<file path="config.mk">
export PLATFORM = sky130hd
export DESIGN_NAME = snes_rom_loader
export DESIGN_NICKNAME = d
export VERILOG_FILES = /design/src/rtl/snes_mem_pkg.sv /design/src/rtl/snes_sync_fifo.sv /design/src/rtl/snes_rom_loader.sv
export SDC_FILE = /design/constraint.sdc
export NUM_CORES = 1
export LEC_CHECK = 0
export BUFFER_PORTS_ARGS = -buffer_cell sky130_fd_sc_hd__buf_2
export CAP_MARGIN = 10
export CORE_UTILIZATION = 45
export CTS_BUF_LIST = sky130_fd_sc_hd__clkbuf_2
export DETAILED_ROUTE_END_ITERATION = 10
export GPL_ROUTABILITY_DRIVEN = 0
export GPL_TIMING_DRIVEN = 1
export PLACE_DENSITY = 0.6
export SETUP_SLACK_MARGIN = 0.1
export SLEW_MARGIN = 25
export SYNTH_ARGS = -nofsm -noshare
export SYNTH_HDL_FRONTEND = slang
export SYNTH_SLANG_ARGS = --single-unit
</file>
<file path="constraint.sdc">
create_clock -name clk -period 4.9 [get_ports clk]
set_input_delay 0.735 -clock clk [delete_from_list [all_inputs] [get_ports clk]]
set_output_delay 0.735 -clock clk [all_outputs]
set_load 0.03 [all_outputs]
</file>
<file path="src/rtl/snes_mem_pkg.sv">
// Shared types and constants for the SNES cartridge memory path.
//   loader_state_t : issue FSM states of the ROM loader
//   rom_word_t     : one 16-bit SDRAM ROM word
//   rom_waddr_t    : 23-bit SDRAM ROM word address
//   rom_entry_t    : loader FIFO entry, {word address, word}
//   HDR_BYTES      : size of a copier header (used when SNES_LOADER_HDR_SKIP_EN is defined)
//   smear24()      : sets every bit below the highest set bit
package snes_mem_pkg;

  typedef enum logic {IDLE, WAIT} loader_state_t;

  typedef logic [15:0] rom_word_t;
  typedef logic [22:0] rom_waddr_t;

  typedef struct packed {
    rom_waddr_t addr;
    rom_word_t  data;
  } rom_entry_t;

  localparam int unsigned ENTRY_W   = 39;
  localparam int unsigned HDR_BYTES = 512;

  // 2^n-1 covering the given byte address.
  function automatic logic [23:0] smear24(input logic [23:0] a);
    logic [23:0] r;
    r = a;
    r = r | (r >> 1);
    r = r | (r >> 2);
    r = r | (r >> 4);
    r = r | (r >> 8);
    r = r | (r >> 16);
    return r;
  endfunction

endpackage

</file>
<file path="src/rtl/snes_sync_fifo.sv">
// Synchronous FIFO with registered pointers and an extra wrap bit per pointer.
// No pass-through: a word pushed into an empty FIFO is readable from the next cycle.
// Ports:
//   clk, reset          : clock, synchronous active-high reset (empties the FIFO)
//   push, push_data     : write strobe and data (ignored when full)
//   pop                 : advance the read pointer (ignored when empty)
//   pop_data            : head entry
//   full, empty, count  : occupancy status
module snes_sync_fifo #(
  parameter int unsigned DEPTH = 4,
  parameter int unsigned WIDTH = 39
) (
  input  logic                     clk,
  input  logic                     reset,
  input  logic                     push,
  input  logic [WIDTH-1:0]         push_data,
  input  logic                     pop,
  output logic [WIDTH-1:0]         pop_data,
  output logic                     full,
  output logic                     empty,
  output logic [$clog2(DEPTH):0]   count
);

  localparam int unsigned AW = $clog2(DEPTH);

  logic [AW:0]      wr_ptr_q;
  logic [AW:0]      rd_ptr_q;
  logic [WIDTH-1:0] mem_q [DEPTH];
  logic             do_push;
  logic             do_pop;

  assign do_push = push && !full;
  assign do_pop  = pop && !empty;

  always_ff @(posedge clk) begin
    if (reset) begin
      wr_ptr_q <= '0;
      rd_ptr_q <= '0;
    end else begin
      if (do_push) wr_ptr_q <= wr_ptr_q + 1'b1;
      if (do_pop)  rd_ptr_q <= rd_ptr_q + 1'b1;
    end
  end

  always_ff @(posedge clk) begin
    if (do_push) mem_q[wr_ptr_q[AW-1:0]] <= push_data;
  end

  assign pop_data = mem_q[rd_ptr_q[AW-1:0]];
  assign count    = wr_ptr_q - rd_ptr_q;
  assign empty    = (wr_ptr_q == rd_ptr_q);
  assign full     = (wr_ptr_q[AW] != rd_ptr_q[AW]) &&
                    (wr_ptr_q[AW-1:0] == rd_ptr_q[AW-1:0]);

endmodule

</file>
<file path="src/rtl/snes_rom_loader.sv">
// Cartridge download feeder for the SDRAM ROM port. Packs the byte-serial ioctl stream into
// 16-bit words (low byte = even address), buffers them in a word FIFO and writes them to SDRAM
// over a toggle req/ack handshake. Tracks the loaded image size as a 2^n-1 address mask.
// Config macro: SNES_LOADER_HDR_SKIP_EN drops the first 512 bytes (copier header) and rebases
// every later address by -512.
// Ports:
//   clk, reset                : clock, synchronous active-high reset
//   ioctl_download/wr/addr/dout : download stream from the IO controller
//   ioctl_wait                : backpressure, FIFO occupancy >= FIFO_DEPTH-2 (registered)
//   rom_addr/din/we           : SDRAM ROM write word address, data and write qualifier
//   rom_req, rom_req_ack      : toggle request / acknowledge
//   rom_mask                  : address mask of the loaded image
//   load_done                 : one-cycle pulse when a download has fully drained
module snes_rom_loader
  import snes_mem_pkg::*;
#(
  parameter int unsigned FIFO_DEPTH = 4
) (
  input  logic        clk,
  input  logic        reset,
  input  logic        ioctl_download,
  input  logic        ioctl_wr,
  input  logic [23:0] ioctl_addr,
  input  logic [7:0]  ioctl_dout,
  output logic        ioctl_wait,
  output logic [22:0] rom_addr,
  output logic [15:0] rom_din,
  output logic        rom_we,
  output logic        rom_req,
  input  logic        rom_req_ack,
  output logic [23:0] rom_mask,
  output logic        load_done
);

  localparam int unsigned CW = $clog2(FIFO_DEPTH) + 1;

  // ---------------------------------------------------------------------------------------------
  // Byte acceptance and address rebasing
  // ---------------------------------------------------------------------------------------------
  logic        accept;
  logic [23:0] eaddr;

`ifdef SNES_LOADER_HDR_SKIP_EN
  assign accept = ioctl_download && ioctl_wr && (ioctl_addr >= 24'(HDR_BYTES));
  assign eaddr  = ioctl_addr - 24'(HDR_BYTES);
`else
  assign accept = ioctl_download && ioctl_wr;
  assign eaddr  = ioctl_addr;
`endif

  logic download_q;
  logic dl_rise;
  logic dl_fall;

  assign dl_rise = ioctl_download && !download_q;
  assign dl_fall = !ioctl_download && download_q;

  // ---------------------------------------------------------------------------------------------
  // Byte packing: holder for one pending low byte, producing 0..2 words per cycle
  // ---------------------------------------------------------------------------------------------
  logic       hold_valid_q, hold_valid_d;
  logic [7:0] hold_byte_q, hold_byte_d;
  rom_waddr_t hold_addr_q, hold_addr_d;

  rom_entry_t new_word [2];
  logic [1:0] new_cnt;
  rom_entry_t flush_entry;

  assign flush_entry = '{addr: hold_addr_q, data: {8'h00, hold_byte_q}};

  always_comb begin
    hold_valid_d = hold_valid_q;
    hold_byte_d  = hold_byte_q;
    hold_addr_d  = hold_addr_q;
    new_word[0]  = '0;
    new_word[1]  = '0;
    new_cnt      = 2'd0;
    if (accept) begin
      if (!eaddr[0]) begin
        if (hold_valid_q) begin
          new_word[0] = flush_entry;
          new_cnt     = 2'd1;
        end
        hold_valid_d = 1'b1;
        hold_byte_d  = ioctl_dout;
        hold_addr_d  = eaddr[23:1];
      end else begin
        hold_valid_d = 1'b0;
        if (hold_valid_q && (hold_addr_q == eaddr[23:1])) begin
          new_word[0] = '{addr: eaddr[23:1], data: {ioctl_dout, hold_byte_q}};
          new_cnt     = 2'd1;
        end else if (hold_valid_q) begin
          // Stranded low byte of another word goes out first.
          new_word[0] = flush_entry;
          new_word[1] = '{addr: eaddr[23:1], data: {ioctl_dout, 8'h00}};
          new_cnt     = 2'd2;
        end else begin
          new_word[0] = '{addr: eaddr[23:1], data: {ioctl_dout, 8'h00}};
          new_cnt     = 2'd1;
        end
      end
    end else if (dl_fall && hold_valid_q) begin
      new_word[0]  = flush_entry;
      new_cnt      = 2'd1;
      hold_valid_d = 1'b0;
    end
  end

  // ---------------------------------------------------------------------------------------------
  // Push staging: words wait here one cycle, then enter the FIFO one per cycle. A two-word
  // flush is only possible with an empty holder slot behind it, so two entries never overflow.
  // ---------------------------------------------------------------------------------------------
  rom_entry_t pend_q [2];
  rom_entry_t pend_d [2];
  logic [1:0] pend_cnt_q, pend_cnt_d;
  logic [1:0] pend_base;

  logic                fifo_push;
  logic                fifo_pop;
  logic                fifo_full;
  logic                fifo_empty;
  logic [ENTRY_W-1:0]  fifo_wdata;
  logic [ENTRY_W-1:0]  fifo_rdata;
  logic [CW-1:0]       fifo_count;
  rom_entry_t          fifo_head;

  assign fifo_push  = (pend_cnt_q != 2'd0) && !fifo_full;
  assign fifo_wdata = pend_q[0];
  assign fifo_head  = rom_entry_t'(fifo_rdata);

  always_comb begin
    pend_d[0] = pend_q[0];
    pend_d[1] = pend_q[1];
    pend_base = pend_cnt_q;
    if (fifo_push) begin
      pend_d[0] = pend_q[1];
      pend_base = pend_cnt_q - 2'd1;
    end
    if (new_cnt != 2'd0) pend_d[pend_base[0]] = new_word[0];
    if (new_cnt == 2'd2) pend_d[1] = new_word[1];
    pend_cnt_d = pend_base + new_cnt;
  end

  snes_sync_fifo #(
    .DEPTH (FIFO_DEPTH),
    .WIDTH (ENTRY_W)
  ) u_fifo (
    .clk       (clk),
    .reset     (reset),
    .push      (fifo_push),
    .push_data (fifo_wdata),
    .pop       (fifo_pop),
    .pop_data  (fifo_rdata),
    .full      (fifo_full),
    .empty     (fifo_empty),
    .count     (fifo_count)
  );

  // ---------------------------------------------------------------------------------------------
  // Issue FSM
  // ---------------------------------------------------------------------------------------------
  loader_state_t state_q, state_d;
  rom_waddr_t    rom_addr_q, rom_addr_d;
  rom_word_t     rom_din_q, rom_din_d;
  logic          rom_we_q, rom_we_d;
  logic          rom_req_q, rom_req_d;

  always_ff @(posedge clk) begin
    if (reset) state_q <= IDLE;
    else       state_q <= state_d;
  end

  always_comb begin
    state_d    = state_q;
    rom_addr_d = rom_addr_q;
    rom_din_d  = rom_din_q;
    rom_we_d   = rom_we_q;
    rom_req_d  = rom_req_q;
    fifo_pop   = 1'b0;
    unique case (state_q)
      IDLE: begin
        if (!fifo_empty && (rom_req_q == rom_req_ack)) begin
          rom_addr_d = fifo_head.addr;
          rom_din_d  = fifo_head.data;
          rom_we_d   = 1'b1;
          rom_req_d  = ~rom_req_q;
          fifo_pop   = 1'b1;
          state_d    = WAIT;
        end else if (fifo_empty && !ioctl_download) begin
          rom_we_d = 1'b0;
        end
      end
      WAIT: begin
        if (rom_req_ack == rom_req_q) state_d = IDLE;
      end
      default: state_d = IDLE;
    endcase
  end

  // ---------------------------------------------------------------------------------------------
  // Mask, backpressure and completion
  // ---------------------------------------------------------------------------------------------
  logic [23:0] mask_q, mask_d;
  logic        wait_q, wait_d;
  logic        arm_q, arm_d;
  logic        done_q, done_d;

  always_comb begin
    mask_d = dl_rise ? 24'h0 : mask_q;
    if (accept) mask_d = mask_d | smear24(eaddr);

    wait_d = (fifo_count >= CW'(FIFO_DEPTH - 2));

    // Armed by the falling edge; fires once everything downstream is quiet.
    arm_d = arm_q;
    if (dl_fall) arm_d = 1'b1;
    if (dl_rise) arm_d = 1'b0;
    done_d = arm_q && !ioctl_download && !hold_valid_q && (pend_cnt_q == 2'd0) &&
             fifo_empty && (state_q == IDLE) && (rom_req_q == rom_req_ack);
    if (done_d) arm_d = 1'b0;
  end

  always_ff @(posedge clk) begin
    if (reset) begin
      download_q   <= 1'b0;
      hold_valid_q <= 1'b0;
      hold_byte_q  <= '0;
      hold_addr_q  <= '0;
      pend_q[0]    <= '0;
      pend_q[1]    <= '0;
      pend_cnt_q   <= '0;
      rom_addr_q   <= '0;
      rom_din_q    <= '0;
      rom_we_q     <= 1'b0;
      rom_req_q    <= 1'b0;
      mask_q       <= '0;
      wait_q       <= 1'b0;
      arm_q        <= 1'b0;
      done_q       <= 1'b0;
    end else begin
      download_q   <= ioctl_download;
      hold_valid_q <= hold_valid_d;
      hold_byte_q  <= hold_byte_d;
      hold_addr_q  <= hold_addr_d;
      pend_q[0]    <= pend_d[0];
      pend_q[1]    <= pend_d[1];
      pend_cnt_q   <= pend_cnt_d;
      rom_addr_q   <= rom_addr_d;
      rom_din_q    <= rom_din_d;
      rom_we_q     <= rom_we_d;
      rom_req_q    <= rom_req_d;
      mask_q       <= mask_d;
      wait_q       <= wait_d;
      arm_q        <= arm_d;
      done_q       <= done_d;
    end
  end

  assign ioctl_wait = wait_q;
  assign rom_addr   = rom_addr_q;
  assign rom_din    = rom_din_q;
  assign rom_we     = rom_we_q;
  assign rom_req    = rom_req_q;
  assign rom_mask   = mask_q;
  assign load_done  = done_q;

endmodule

</file>
==> metrics.txt, run 1 <==
status=completed; PostCTS Resize Cnt=0; number of enable flip-flop cells after synthesis=156; Initial Util=approximately 46%; floorplan core area=between 0.02 and 0.03 mm^2; detailed router's first-iteration violation count=approximately 660; input/output buffers=103; number of placed I/O pins=approximately 100; number of nets produced by synthesis=between 1,000 and 1,500; Setup-failing EPs final=0; fraction of synthesis flops using an asynchronous set or reset pin=0%; type of destination of the critical path=flip-flop; number of global-route vias before repair=between 9,000 and 10,000; Std-Cell Rows=between 60 and 70; area occupied by multi-input gates=just under 0.005 mm^2; synthesized instance count=roughly 1,200; source of the worst hold timing path=ioctl_dout[3]; Setup Fix Bufs, Post-CTS=0; CTS buffer count=87; detail-routed via count per cell=around 5.5; Cell Pwr Density=between 500 and 600 mW/mm^2; first drt pass iteration count=5; total count of hold-check failures in the final report=0; cell types with the largest area share after synthesis=edfxtp_1, dfxtp_1, mux4_2; post-route minimum period=3.26 ns; Pins Over Slew Limit=0; dpl cells=approximately 1,600; critical path class=flip-flop to flip-flop; HPWL after DPL=approximately 21 mm; endpoint of the most critical register-to-register path=pend_q[0][55]$_SDFFE_PP0P_; net count reported at finish=between 1,000 and 1,500; final wirelength=33.7 mm; worst slew margin relative to its limit=between 30% and 40%; Yosys cell types=between 50 and 60; Area Growth Syn to Fin=11.4%; non-filler instance count after layout=around 1,800; final-layout fill cell count=around 2,700; horizontal die dimension=~180 um; critical-path maximum fanout=12; Slew @ Worst Pin=roughly 0.9 ns; total die area=0.0314 mm^2; worst ir drop on vdd=between 0.0002 and 0.00025 V; Worst Reg2Reg Path Length in Cells=9; dominant cell type by area after synthesis=edfxtp_1; TritonCTS clock tree=built; area occupied by registers=between 0.008 and 0.009 mm^2; setup slack, reg-to-reg=~1.6 ns; overflow left after global routing=0; TritonCTS sink count=about 340; Syn. warnings=0; Primary FF master, synth=dfxtp_1; combined global-route utilization of all metal layers=between 20% and 30%; hold bufs inserted after CTS=0; count leader, synth=nand2_1; routed len/inst=18.9 um; buffer levels on the longest clock path=3; type of element launching the critical path=flip-flop; worst slack at placement=around 1.5 ns; hold path depth=2; Skew-Pair Late Insertion Delay=~0.89 ns; share of the synthesized area in the top cell type=approximately 34%; cell area after synthesis=approximately 0.014 mm^2; first-pass GRT wire length=53.3 mm; Max H-tree Level=3; startpoint of the lowest-slack register-to-register path=u_fifo.wr_ptr_q[0]$_SDFFE_PP0P_; arrival time at the worst endpoint=about 4.0 ns; mean instance size in the synthesized netlist=11.5 um^2; Remaining DRCs=0; sequential fraction of the synthesis area=61.2%; clock slew at reported path FFs=0.10 ns; Fmax achieved=a little over 300 MHz; vias post-DR=9,780; Tcrit/Tclk final=roughly two thirds; number of nets still failing antenna checks after routing=0; start point of the critical path=u_fifo.wr_ptr_q[0]$_SDFFE_PP0P_; final-layout setup total negative slack=0 ns; number of storage elements in the synthesis netlist=~340; largest net degree at the start of global routing=63; library cell used as clock root buffer=clkbuf_2; required arrival time at the worst endpoint=~5.6 ns; number of max-cap violations=0; most frequent cells after synthesis=nand2_1, dfxtp_1, edfxtp_1; initial antenna violation count=1; worst hold path type=input pin to flip-flop; endpoint of the worst hold-timing path=pend_q[0][50]$_SDFFE_PP0P_; final worst slack=between 1.5 and 2 ns; leakage power summed over all cells=between 5 and 6 nW; Final Skew=0.0633 ns; RSZ-0062 raised after global routing=false; ratio of cells with drive above 1 in the final layout=23.4%; die height=177 um
## through the flow
step	power, W	hold WS (ns)	cell area (um^2)	utilization, %
2_1_floorplan	0.00552	0.432	13800	-
3_3_place_gp	0.00617	0.421	14600	48.8
3_5_place_dp	0.00622	0.428	14600	48.8
4_1_cts	0.00810	0.0380	15400	51.4
5_1_grt	0.00849	0.0452	15400	51.5
6_report	0.00800	0.112	15400	51.5
## routing by layer
layer  share of wire [%]  vias to the layer above  global-route usage, %
met3                 6.5                       53                   4.77
met4                 2.0                        0                   8.66
li1                    -                     4682                      -
met1                  47                     4705                   30.9
met5                   0                        -                      0
met2                  45                      340                   33.1
## report_power, final
group	switching [W]	internal (W)	leakage [nW]	total, W
registers	0.000245	0.00361	2.99	0.00385
clock network	0.00116	0.000726	0.602	0.00189
logic	0.00145	0.000808	2.11	0.00226
## logic make-up after synthesis
logic type | after synthesis | synth area share, %
flip-flops | 344 | 61.2
AND/OR/NAND/NOR | 367 | 11.7
XOR/XNOR | 34 | 2.16
multiplexers | 61 | 7.96
buffers and inverters | 123 | 3.65
adder cells (fa/ha/maj) | 10 | 0.961
AO/OA/AOI/OAI | 263 | 12.4
## final cells by class
type,count,share of cell area [%]
Clock inverter,23,0.659
Antenna cell,4,0.0651
Sequential cell,344,54.9
Tap cell,390,3.17
Multi-Input combinational cell,735,31.8
Inverter,27,0.659
Clock buffer,134,4.36
Timing Repair Buffer,123,4.34
## how the worst max path moves through the flow
stage | slack (ns) | cells after the start | end
final | 1.64 | 9 | pend_q[0][55]$_SDFFE_PP0P_
after global placement | 1.54 | 6 | pend_q[0][52]$_SDFFE_PP0P_
after floorplan | 1.43 | 8 | u_fifo.mem_q[2][0]$_DFFE_PP_
after detailed placement | 1.50 | 6 | pend_q[0][47]$_SDFFE_PP0P_
after global routing | 1.38 | 9 | pend_q[0][55]$_SDFFE_PP0P_
after CTS | 1.78 | 9 | pend_q[0][55]$_SDFFE_PP0P_
## critical path: stages (launching register included)
cell	delay, ns
dfxtp_1	0.42
inv_1	0.11
ha_1	0.30
and2_1	0.18
a211oi_1	0.54
nor2_2	0.17
inv_1	0.38
nand3_1	0.61
o221ai_1	0.37
nor3_1	0.07
## registers in the layout, indices dropped and copies added, names as in the netlist
signal           flops
arm_q                1
download_q           1
hold_addr_q         23
hold_byte_q          8
hold_valid_q         1
ioctl_wait           1
load_done            1
pend_cnt_q           2
pend_q              78
rom_addr            23
rom_din             16
rom_mask            24
rom_req              1
rom_we               1
state_q              1
u_fifo.mem_q       156
u_fifo.rd_ptr_q      3
u_fifo.wr_ptr_q      3
## cells in the final DEF, fill, tap and decap left out, types with 3 or more instances in the layout
cell type	count
buf_4	21
a21oi_1	124
a211oi_1	14
nor3_1	30
xor2_1	10
ha_1	9
edfxtp_1	156
clkbuf_2	134
mux2i_1	22
and2_1	4
dfxtp_1	186
nor2_1	43
nand3_1	27
xnor2_1	24
mux4_2	39
buf_2	102
inv_1	26
diode_2	4
a31oi_1	8
o221ai_1	13
a21o_1	5
nand4_1	4
a311oi_1	30
clkinv_1	17
nand2_1	229
o21ai_0	15
and2_4	4
o32ai_1	10
o22ai_1	8
a22o_1	17
nor4_1	3
a221oi_1	13
nor2b_1	3
Note: power is estimated with default switching activity, not from simulation.
==> run 2, diff against run 1 <==
Clock period 4.9 ns to 3.2 ns, I/O delays scaled along.
==> run 2 against run 1 <==
Die area unchanged. Critical path depth is the same. Total power rose by 52%. Register-to-register slack got worse by 1.3 ns. Final area up 2.9%. Global-route usage down 0.37 points. First-iteration DRC count increased by 7.0%. Critical path type unchanged. Largest cell class unchanged. Largest power group unchanged.
==> metrics.txt, run 2 (synthesis gave the netlist of run 1 again) <==
routed len/inst=18.1 um (-4.5%); share of total power consumed by net switching=35.1% (-0.57 points); dpl cells=1,632 (+0.80%); clock slew at reported path FFs=0.10 ns (about the same); share of power burned in registers=48.3% (about the same); floorplan core area=0.0299 mm^2 (unchanged); Slew @ Worst Pin=0.984 ns (+0.0616 ns); detail-routed via count per cell=5.45 (-0.82%); initial antenna violation count=2 (+1); critical-path maximum fanout=11 (-1); total die area=0.0314 mm^2 (unchanged); final wirelength=32.9 mm (-2.3%); arrival time at the worst endpoint=3.61 ns (-0.38 ns); Gate power share=29.1% (+0.9 points); input/output buffers=103 (unchanged); overflow left after global routing=0 (unchanged); first-pass GRT wire length=53.1 mm (-0.41%); CTS buffer count=85 (-2.3%); final worst slack=0.334 ns (-1.31 ns); critical path's most frequent cell=inv_1; ratio of cells with drive above 1 in the final layout=23.2% (-0.14 points); total count of hold-check failures in the final report=0 (unchanged); Max H-tree Level=3 (unchanged); TritonCTS sink count=344 (unchanged); Sw Pwr=0.00428 W (+50%); Cell Pwr Density=769 mW/mm^2 (+48%); total power after layout=0.0122 W (+52%); HPWL after DPL=20.8 mm (+1.1%); worst hold path type=input pin to flip-flop; post-route minimum period=2.87 ns (-0.394 ns); worst slew margin relative to its limit=34.1% (-4.2 points); buffer levels on the longest clock path=3 (unchanged); Setup Fix Bufs, Post-CTS=0 (unchanged); library cell used as clock root buffer=clkbuf_2; vias post-DR=9,923 (+1.5%); Setup-failing EPs final=0 (unchanged); non-filler instance count after layout=1,821 (+2.3%); type of element launching the critical path=flip-flop; Skew-Pair Late Insertion Delay=0.88 ns (about the same); Pins Over Slew Limit=0 (unchanged); worst ir drop on vdd=0.000327 V (+48%); number of global-route vias before repair=9,799 (+1.6%); required arrival time at the worst endpoint=3.94 ns (-1.69 ns); Internal Dissipation=0.00790 W (+54%); Std-Cell Rows=63 (unchanged); CP max stage cell=a211oi_2; Final Util=53.0% (+1.5 points); number of max-cap violations=0 (unchanged); type of destination of the critical path=flip-flop; RSZ-0062 raised after global routing=false; clock network fraction of total power=22.7% (-0.9 points); Initial Util=46.2% (unchanged); die height=177 um (unchanged); status=completed; horizontal die dimension=177 um (unchanged); leading cell type in the layout, fill and taps excluded=nand2_1; start point of the critical path=u_fifo.wr_ptr_q[0]$_SDFFE_PP0P_; Final Skew=0.0840 ns (+0.0207 ns); detailed router's first-iteration violation count=704 (+7.0%); number of nets still failing antenna checks after routing=0 (unchanged); TritonCTS clock tree=built; Remaining DRCs=0 (unchanged); startpoint of the lowest-slack register-to-register path=u_fifo.wr_ptr_q[0]$_SDFFE_PP0P_; Area Growth Syn to Fin=14.7%; Fmax achieved=349 MHz (+14%); leakage power summed over all cells=5.92 nW (+3.7%); max reg flops=156 (unchanged); net count reported at finish=1,410 (+3.3%); critical path cell sequence=inv_1 > ha_1 > and2_1 > a211oi_1 > nor2_2 > inv_1 > nand2_1 > a211oi_2 > a22o_1; critical path class=flip-flop to flip-flop; worst slack at placement=0.312 ns (-1.18 ns); Tcrit/Tclk final=89.6% (+23 points); first drt pass iteration count=6 (+1); number of placed I/O pins=104 (unchanged); combined global-route utilization of all metal layers=21.6% (-0.37 points); final-layout setup total negative slack=0 ns (unchanged); largest net degree at the start of global routing=76 (+21%); highest cell delay on the worst timing path=0.57 ns (-0.04 ns); top library cells by usage in the layout, fill and taps aside=nand2_1, dfxtp_1, edfxtp_1; source of the worst hold timing path=ioctl_wr
run 2: cell types whose count changed in the layout (fill, tap and decap cells not counted), sizes merged:
cell	previous run	this run
dlygate4sd3	0	34
buf	123	136
clkbuf	134	124
clkinv	20	26
diode	4	2
clkinvlp	2	1
inv	28	29
run 2: critical path, delay by kind of cell (launching register included):
family	cells	cell delay, ns
buffers and inverters	2	0.41
AO/OA/AOI/OAI	3	1.22
AND/OR/NAND/NOR	3	0.48
adder cells (fa/ha/maj)	1	0.29
flip-flops	1	0.41
run 2: power by group through the flow:
stage | clock network, W | logic (W) | registers, W
CTS | 0.00287 | 0.00362 | 0.00589
global placement | 0 | 0.00356 | 0.00595
finish | 0.00276 | 0.00354 | 0.00588
detailed placement | 0 | 0.00358 | 0.00600
floorplan | 0 | 0.00219 | 0.00626
global route | 0.00310 | 0.00391 | 0.00598
run 2: stage by stage:
step | area [um^2] | hold WS (ns)
after CTS | 15800 | 0.00551
after floorplan | 13800 | 0.432
after global placement | 14700 | 0.426
final | 15800 | 0.0891
after detailed placement | 14700 | 0.425
after global routing | 15800 | 0.0835
run 2: per-layer routing:
metal	GRT usage [%]	part of all wire, %
met3	5.05	6.9
met2	33.2	44
met5	0	0
met4	7.40	2.1
met1	30.1	47
run 2: final timing paths:
| check | slack [ns] | end | cells past startpoint |
|---|---|---|---|
| worst max-delay path | 0.33 | pend_q[0][54]$_SDFFE_PP0P_ | 9 |
| worst max register to register | 0.33 | pend_q[0][54]$_SDFFE_PP0P_ | 9 |
| worst min-delay path | 0.09 | rom_mask[0]$_SDFF_PP0_ | 3 |
| worst min register to register | 0.45 | rom_mask[19]$_SDFF_PP0_ | 2 |
run 2: repair_timing:
| action | 4_1_cts | 5_1_grt |
|---|---|---|
| endpoints found under the hold margin | 92 | 0 |
| resized for setup | 0 | 1 |
| endpoints found under the setup margin | 0 | 6 |
| hold buffers | 34 | 0 |
run 2: layout make-up:
type / instances / area (um^2)
Timing Repair Buffer: 170 / 1170
Antenna cell: 2 / 5.00
Multi-Input combinational cell: 735 / 4870
Inverter: 27 / 101
Sequential cell: 344 / 8450
Fill cell: 2687 / 14000
Clock inverter: 29 / 131
Clock buffer: 124 / 621
Tap cell: 390 / 488
